--- src/rtl/s_pea_out_collector.sv ---
// ---------------------------------------------------------------------------
// s_pea_out_collector
//
// Streaming-mode output stage sitting directly behind a boundary PE of the
// PEA. Registered PE results are captured into a small first-word-fall-
// through FIFO and presented on a valid/ready stream port towards the stream
// DMA. The PEA-wide advance enable (pea_ready_o) is derived from FIFO
// occupancy so the whole array stalls when the consumer back-pressures.
// A programmed number of beats is collected per transfer; the final beat is
// tagged with out_last_o and completion is signalled with a done_o pulse.
//
// Optional build macro:
//   S_PEA_OUT_COLLECT_STATS_EN - when defined, stall_cnt_o counts RUN cycles
//   in which the PEA was held off purely because the FIFO was full.
//   When undefined, the counter is absent and stall_cnt_o reads 0.
//
// Ports:
//   clk_i        clock
//   rst_n_i      asynchronous active-low reset
//   start_i      one-cycle start pulse, honoured only in IDLE
//   cfg_len_i    beats to collect, sampled with start_i
//   pe_res_i     result from the boundary PE output register
//   pe_valid_i   valid from the boundary PE
//   pea_ready_o  global PEA advance enable
//   out_data_o   stream data (FIFO head, or last popped word when empty)
//   out_valid_o  stream valid
//   out_ready_i  stream ready from the consumer
//   out_last_o   marks the final beat of the transfer
//   busy_o       high while collecting or draining
//   done_o       one-cycle completion pulse
//   stall_cnt_o  back-pressure stall statistics
// ---------------------------------------------------------------------------
module s_pea_out_collector #(
   parameter int N_BITS = 32,
   parameter int DEPTH  = 4,
   parameter int LEN_W  = 16
) (
   input  logic              clk_i,
   input  logic              rst_n_i,
   input  logic              start_i,
   input  logic [LEN_W-1:0]  cfg_len_i,
   input  logic [N_BITS-1:0] pe_res_i,
   input  logic              pe_valid_i,
   output logic              pea_ready_o,
   output logic [N_BITS-1:0] out_data_o,
   output logic              out_valid_o,
   input  logic              out_ready_i,
   output logic              out_last_o,
   output logic              busy_o,
   output logic              done_o,
   output logic [31:0]       stall_cnt_o
);

   localparam int PTR_W = $clog2(DEPTH);
   // One extra bit so a completely full FIFO is distinguishable from empty.
   localparam int CNT_W = PTR_W + 1;
   localparam logic [CNT_W-1:0] FULL_LVL = CNT_W'(DEPTH);

   typedef enum logic [1:0] {
      ST_IDLE  = 2'd0,
      ST_RUN   = 2'd1,
      ST_DRAIN = 2'd2,
      ST_DONE  = 2'd3
   } state_t;

   state_t             state_reg;
   state_t             state_next;

   logic [LEN_W-1:0]   len_reg;
   logic [LEN_W-1:0]   in_cnt_reg;
   logic [LEN_W-1:0]   out_cnt_reg;

   logic [N_BITS-1:0]  mem [DEPTH];
   logic [PTR_W-1:0]   wr_ptr_reg;
   logic [PTR_W-1:0]   rd_ptr_reg;
   logic [CNT_W-1:0]   count_reg;
   logic [N_BITS-1:0]  last_data_reg;

   logic               start_ok;
   logic               accept;
   logic               pop;
   logic               in_final;
   logic               out_final;

   // ------------------------------------------------------------------------
   // Handshake decode. pea_ready_o looks only at registered state, so there
   // is no combinational path from the stream side back into the PEA.
   // ------------------------------------------------------------------------
   assign start_ok    = (state_reg == ST_IDLE) & start_i;
   assign pea_ready_o = (state_reg == ST_RUN) & (count_reg < FULL_LVL) &
                        (in_cnt_reg < len_reg);
   assign out_valid_o = (count_reg != '0);
   assign accept      = pe_valid_i & pea_ready_o;
   assign pop         = out_valid_o & out_ready_i;

   // in_cnt < len whenever an accept is possible, so the increment cannot wrap.
   assign in_final    = accept & ((in_cnt_reg + LEN_W'(1)) == len_reg);
   assign out_last_o  = out_valid_o & (out_cnt_reg == (len_reg - LEN_W'(1)));
   assign out_final   = pop & out_last_o;

   assign busy_o      = (state_reg == ST_RUN) | (state_reg == ST_DRAIN);
   assign done_o      = (state_reg == ST_DONE);

   // First-word-fall-through head. While empty the last popped word is kept
   // on the bus rather than whatever stale entry the pointer lands on.
   assign out_data_o  = out_valid_o ? mem[rd_ptr_reg] : last_data_reg;

   // ------------------------------------------------------------------------
   // FSM next-state logic
   // ------------------------------------------------------------------------
   always_comb begin
      state_next = state_reg;
      case (state_reg)
         ST_IDLE: begin
            if (start_i) begin
               state_next = (cfg_len_i != '0) ? ST_RUN : ST_DONE;
            end
         end
         ST_RUN: begin
            // The final accept and the final pop can only share a cycle if
            // the last beat bypassed the FIFO; handled for completeness.
            if (in_final) begin
               state_next = out_final ? ST_DONE : ST_DRAIN;
            end
         end
         ST_DRAIN: begin
            if (out_final) begin
               state_next = ST_DONE;
            end
         end
         ST_DONE: begin
            state_next = ST_IDLE;
         end
         default: begin
            state_next = ST_IDLE;
         end
      endcase
   end

   // ------------------------------------------------------------------------
   // State, counters and FIFO bookkeeping
   // ------------------------------------------------------------------------
   always_ff @(posedge clk_i or negedge rst_n_i) begin
      if (!rst_n_i) begin
         state_reg     <= ST_IDLE;
         len_reg       <= '0;
         in_cnt_reg    <= '0;
         out_cnt_reg   <= '0;
         wr_ptr_reg    <= '0;
         rd_ptr_reg    <= '0;
         count_reg     <= '0;
         last_data_reg <= '0;
      end else begin
         state_reg <= state_next;

         if (start_ok) begin
            len_reg     <= cfg_len_i;
            in_cnt_reg  <= '0;
            out_cnt_reg <= '0;
         end else begin
            if (accept) begin
               in_cnt_reg <= in_cnt_reg + LEN_W'(1);
            end
            if (pop) begin
               out_cnt_reg <= out_cnt_reg + LEN_W'(1);
            end
         end

         if (accept) begin
            wr_ptr_reg <= wr_ptr_reg + PTR_W'(1);
         end
         if (pop) begin
            rd_ptr_reg    <= rd_ptr_reg + PTR_W'(1);
            last_data_reg <= mem[rd_ptr_reg];
         end

         // Push and pop in the same cycle leave the occupancy unchanged.
         case ({accept, pop})
            2'b10:   count_reg <= count_reg + CNT_W'(1);
            2'b01:   count_reg <= count_reg - CNT_W'(1);
            default: count_reg <= count_reg;
         endcase
      end
   end

   // Storage carries no reset: occupancy alone decides what is valid.
   always_ff @(posedge clk_i) begin
      if (accept) begin
         mem[wr_ptr_reg] <= pe_res_i;
      end
   end

   // ------------------------------------------------------------------------
   // Back-pressure statistics
   // ------------------------------------------------------------------------
`ifdef S_PEA_OUT_COLLECT_STATS_EN
   logic [31:0] stall_cnt_reg;

   always_ff @(posedge clk_i or negedge rst_n_i) begin
      if (!rst_n_i) begin
         stall_cnt_reg <= '0;
      end else if (start_ok) begin
         stall_cnt_reg <= '0;
      end else if ((state_reg == ST_RUN) && (count_reg == FULL_LVL) &&
                   (in_cnt_reg < len_reg) && (stall_cnt_reg != '1)) begin
         stall_cnt_reg <= stall_cnt_reg + 32'd1;
      end
   end

   assign stall_cnt_o = stall_cnt_reg;
`else
   assign stall_cnt_o = '0;
`endif

endmodule

--- config.mk ---
export PLATFORM = sky130hd
export DESIGN_NAME = s_pea_out_collector
export DESIGN_NICKNAME = d
export VERILOG_FILES = /design/src/rtl/s_pea_out_collector.sv
export SDC_FILE = /design/constraint.sdc
export NUM_CORES = 1
export LEC_CHECK = 0
export ABC_AREA = 1
export CORE_MARGIN = 2
export CORE_UTILIZATION = 30
export CTS_CLUSTER_SIZE = 12
export DETAILED_ROUTE_END_ITERATION = 10
export PLACE_DENSITY = 0.45
export SYNTH_ARGS = -nofsm -noshare
export SYNTH_HDL_FRONTEND = slang
export SYNTH_SLANG_ARGS = --single-unit
--- constraint.sdc ---
create_clock -name clk_i -period 4.43 [get_ports clk_i]
set_input_delay 0.886 -clock clk_i [delete_from_list [all_inputs] [get_ports clk_i]]
set_output_delay 0.886 -clock clk_i [all_outputs]
set_load 0.01 [all_outputs]
# Word level (Yosys, flattened, before mapping)

Memories as Yosys holds them, arrays and structs flattened.
Index checks and enable logic that the tools add are counted.

Flip-flop bits (word level): 89
Bits in writable memories: 128
Output and inout bits: 69
Logic and storage cells: 58
Memories kept: 1

Add/subtract/negate cells: 7
Magnitude comparators: 2
Eq/ne operators: 10
Multiplexer cells: 14
Bitwise gates (word level): 9
Reduce and logical (&&, ||, !) cells: 7

Memory list:

| memory | depth | width | read ports | clocked after memory_dff | wr ports | RTL line | RTL |
|---|---|---|---|---|---|---|---|
| mem    | 4     | 32    | 1          | 0                        | 1        | 73       | `logic [N_BITS-1:0] mem [DEPTH];` |

Operators with widths:

| operator              | count |
|---|---|
| $mux 16               | 4 |
| $add 16x1->16 const B | 2 |
| $eq 16x16->1          | 2 |
| $mux 32               | 1 |
| $lt 16x16->1          | 1 |
| $reduce_bool 16->1    | 1 |
| $sub 16x1->16 const B | 1 |
| $and 1x1->1           | 8 |
| $mux 2                | 4 |
| $pmux 2 s4            | 1 |
| $eq 2x2->1 const B    | 3 |
| $ne 2x2->1 const B    | 3 |
| $pmux 3 s2            | 1 |
| $reduce_bool 2->1     | 3 |
| $add 2x1->2 const B   | 2 |
| $eq 2x1->1 const B    | 2 |
| $add 3x1->3 const B   | 1 |
| $lt 3x3->1 const B    | 1 |
| $mux 1                | 3 |
| $reduce_and 3->1      | 1 |
| $reduce_bool 3->1     | 1 |
| $sub 3x1->3 const B   | 1 |
| $logic_not 2->1       | 1 |
| $or 1x1->1            | 1 |

# Longest topological paths before layout

Depth after elaboration: 7
Mapped depth: 17
Depth with buffers taken out: 17

# Worst setup path before layout

No wires, ideal clock.

Kind: register -> register
Start: register len_reg[11]
End: memory mem[0][0], enable pin
Setup time: 421 ps
Arrival time: 2880 ps
Required time: 4009 ps
Path slack: 1129 ps
Stages on the path, launching flop included: 12
Buffers on the path: 0
Clock period less this slack: 3301 ps
Cells stage by stage: dfrtp_1 > inv_1 > ha_1 > a21oi_1 > o21ai_1 > nand3_1 > nand2_1 > nor2_1 > nand2_1 > nor2_2 > inv_2 > nor2_1

Cells in the longest elaborated chain, start to end: 5

Ends and longest elaborated chain:

| item                         | RTL line | RTL |
|---|---|---|
| from (decl)                  | 69       | `logic [LEN_W-1:0] len_reg;` |
| from (signal assigned)       | 157      | `len_reg <= cfg_len_i;` |
| $lt 16x16->1                 | 91       | `(in_cnt_reg < len_reg);` |
| $and 1x1->1                  | 90       | `assign pea_ready_o = (state_reg == ST_RUN) & (count_reg < FULL_LVL) &` |
| $and 1x1->1                  | 93       | `assign accept = pe_valid_i & pea_ready_o;` |
| $mux 1                       | 188      | `if (accept) begin` |
| $mux 1 (not written as such) | 189      | `mem[wr_ptr_reg] <= pe_res_i;` |
| to (decl)                    | 73       |  |

No other way between the ends.

# Worst setup path in the final report

Start: register rd_ptr_reg[0]
End: output out_data_o[27]

Cells in the longest elaborated chain, start to end: 2

Ends and longest elaborated chain:

| item                   | RTL line | RTL |
|---|---|---|
| from (decl)            | 75       | `logic [PTR_W-1:0] rd_ptr_reg;` |
| from (signal assigned) | 173      | `rd_ptr_reg <= rd_ptr_reg + PTR_W'(1);` |
| $mem_v2 4x32           | --       |  |
| $mux 32                | 106      | `assign out_data_o = out_valid_o ? mem[rd_ptr_reg] : last_data_reg;` |
| to (decl)              | 45       | `output logic [N_BITS-1:0] out_data_o,` |

No other way between the ends.

==> summary.txt <==
Logic synthesis
  • Top cells by area, synth: edfxtp_1, dfrtp_1, nand2_1
  • Post-synth top cells: nand2_1, edfxtp_1, o21ai_0
  • Netlist cell types: 43
  • Top-count cell post-synth: nand2_1
  • Warnings from Yosys: 0
  • Yosys top cell by area: edfxtp_1
  • Ys flop type: edfxtp_1
  • Ys async rst share: 41.0%
  • Syn Std Cell Area: 0.0107 mm²
  • Share of the synthesized area in the top cell type: 35.8%
  • Cell count after synthesis: 1118
  • Seq/Total Area, Yosys: 56.6%
  • Yosys reg bits: 217
  • Synthesized area per cell: 9.60 µm²
  • Post-synth EDFFs: 128

Routing
  • Routed wl met2: 12900 µm
  • Top sig layer: met4
  • Routed Antenna Nets: 0
  • Routed wl met3: 1300 µm
  • Drt first pass iters: 5
  • Wire length per cell: 16.2 µm
  • Met1 WL: 12600 µm
  • DRC: 0
  • 1st-iter DRT viols: 547
  • Via/cell ratio: 4.66
  • Vias: 7880
  • Post-Route WL: 27400 µm

Pwr
  • Internal power: 0.00520 W
  • Combinational power share: 39.5%
  • Peak VDD IR: 0.321 mV
  • Reg power frac: 33.9%
  • Pwr dens: 642 mW/mm²
  • Leak: 5.13 nW
  • Sw power: 0.00312 W
  • Clock network power share: 26.7%
  • Switching Fraction: 37.5%

Floorplan
  • Cell Rows: 69
  • Die Height: 193 µm
  • Die span in x: 193 µm
  • Core footprint: 0.0354 mm²
  • Initial core utilization: 30.3%
  • Ports: 122
  • Die area: 0.0373 mm²

Global routing
  • Initial antenna violation count: 2
  • Gr ovfl total: 0
  • First-pass GRT wire length: 42500 µm
  • Vias in the first global route: 7587
  • Global Route Usage Sum: 14.9%
  • Largest net degree at the start of global routing: 64

STA
  • Fin. Hold Viols: 0
  • Worst slew margin: 39.4%
  • Fin crit share: 88.4%
  • F_max: 255 MHz
  • Max Clock Skew: 16.1 ps
  • Fin crit period: 3920 ps
  • Worst Hold Slack: 462 ps
  • Unrepaired setup endpoints after global routing: false
  • Pin slew with the least headroom to its limit: 909 ps
  • Final setup fails: 0
  • Total negative slack: 0 ps
  • Final Max Tran Viols: 0

Cells and area
  • Fraction of layout cells with a size suffix above 1: 8.46%
  • Filler cell count: 3563
  • Max FFs per register: 128
  • Area Overhead vs Synth: 20.8%
  • Finished Core Util: 36.6%
  • Layout Nets: 1292

Worst setup path
  • Worst setup SP type: flip-flop
  • Crit-path max FO: 53
  • Crit-path slowest cell: clkdlybuf4s50_1
  • WP data required: 3540 ps
  • Critical path class: flip-flop to output port
  • CP max stage delay: 630 ps
  • CP arrival: 3030 ps
  • Crit end category: output port
  • Critical path cell sequence: buf_4, nand2_1, a32o_1, o21ai_0, clkdlybuf4s50_1

Placed design
  • Port bufs: 89
  • Placer congestion estimate: 0.786
  • HPWL after detailed placement: 18800 µm

Flow run
  • MaxCap Viol Count: 0

CTS
  • H-tree depth: 1
  • Clock Sinks: 217
  • CTS root buf: clkbuf_16
  • Post-CTS Setup Repair Bufs: 0
  • TritonCTS Buffers: 27
  • CTS-repair resized insts: 0
  • Clock buffer depth: 3
  • Post-CTS Hold Fix Bufs: 0
  • CTS clock-pin slew for the worst setup and hold paths: 60 ps
  • Clock Latency Late Sink: 560 ps
  • CTS tree: yes

Hold path
  • Worst hold path class: input pin to async pin

Outcome
  • Outcome: completed
==> final timing paths <==
kind                                        start                 to  slack, ps  cells after the start
worst max-delay path                rd_ptr_reg[0]     out_data_o[27]        510                      5
worst min-delay path                      rst_n_i      in_cnt_reg[4]        460                      1
worst max register to register         len_reg[8]       count_reg[1]       1280                     14
worst min register to register  last_data_reg[24]  last_data_reg[24]        480                      2
max in group asynchronous                 rst_n_i   last_data_reg[0]       3020                      2
min in group clk_i              last_data_reg[24]  last_data_reg[24]        480                      2
==> critical path: cells and delay by family (launching register included) <==
family	cells	cell delay, ps
DFF	1	510
and+or+nand+nor	1	100
buffers and inverters	2	1190
AOI/OAI and AO/OA	2	650
==> per-layer routing <==
layer / GRT usage, % / up-vias
met5: 0 / -
met4: 3.70 / 0
met3: 2.91 / 44
met2: 24.6 / 171
met1: 20.1 / 3742
li1: - / 3923
==> cell type report <==
cell class / instances / area [µm²] / share of cell area, %
multi-input cells: 771 / 4080 / 31.5
clock inverters: 17 / 180 / 1.39
repair buffers: 103 / 993 / 7.66
diodes: 1 / 2.50 / 0.0193
flip-flops and latches: 217 / 6070 / 46.8
inverters: 89 / 334 / 2.58
clock buffers: 32 / 724 / 5.59
well taps: 461 / 577 / 4.45
==> per-stage QoR <==
| step | instance area (µm²) | setup WS, ps | total power (W) | instances |
|---|---|---|---|---|
| floorplan | 10800 | 1130 | 0.00482 | 1149 |
| global placement | 12100 | 1080 | 0.00617 | 1641 |
| detailed placement | 12100 | 1070 | 0.00618 | 1641 |
| CTS | 13000 | 460 | 0.00846 | 1690 |
| global route | 13000 | 280 | 0.00894 | 1690 |
| finish | 13000 | 514 | 0.00832 | 1691 |
==> cells in the final DEF, fill, tap and decap left out, drive strengths merged, types with 10 or more instances in the layout <==
cell type / n
nand2: 333
edfxtp: 128
o21ai: 104
dfrtp: 89
inv: 89
clkdlybuf4s50: 88
nor2: 64
a21oi: 51
nand3: 48
a32o: 32
conb: 32
clkbuf: 32
ha: 29
xor2: 20
nor3: 16
buf: 15
clkinv: 14
nand4: 12
o22ai: 10
==> logic make-up (layout without fill, tap and decap cells) <==
kind of cell    Yosys count  after routing  share of synthesized area (%)
flops                   217            217                           56.6
other cells               1             33                         0.0349
fa+ha+maj                30             30                           3.57
simple gates            482            482                           19.3
buf+inv                 161            241                           6.76
compound gates          200            200                           11.1
xor+xnor                 27             27                           2.66
==> power groups by stage <==
stage	sequential [W]	clock [W]	combinational [W]
final	0.00282	0.00222	0.00328
after CTS	0.00282	0.00229	0.00335
after detailed placement	0.00285	0	0.00333
after global placement	0.00285	0	0.00332
after global routing	0.00287	0.00237	0.00370
after floorplan	0.00274	0	0.00208
Note: power is estimated with default switching activity, not from simulation.
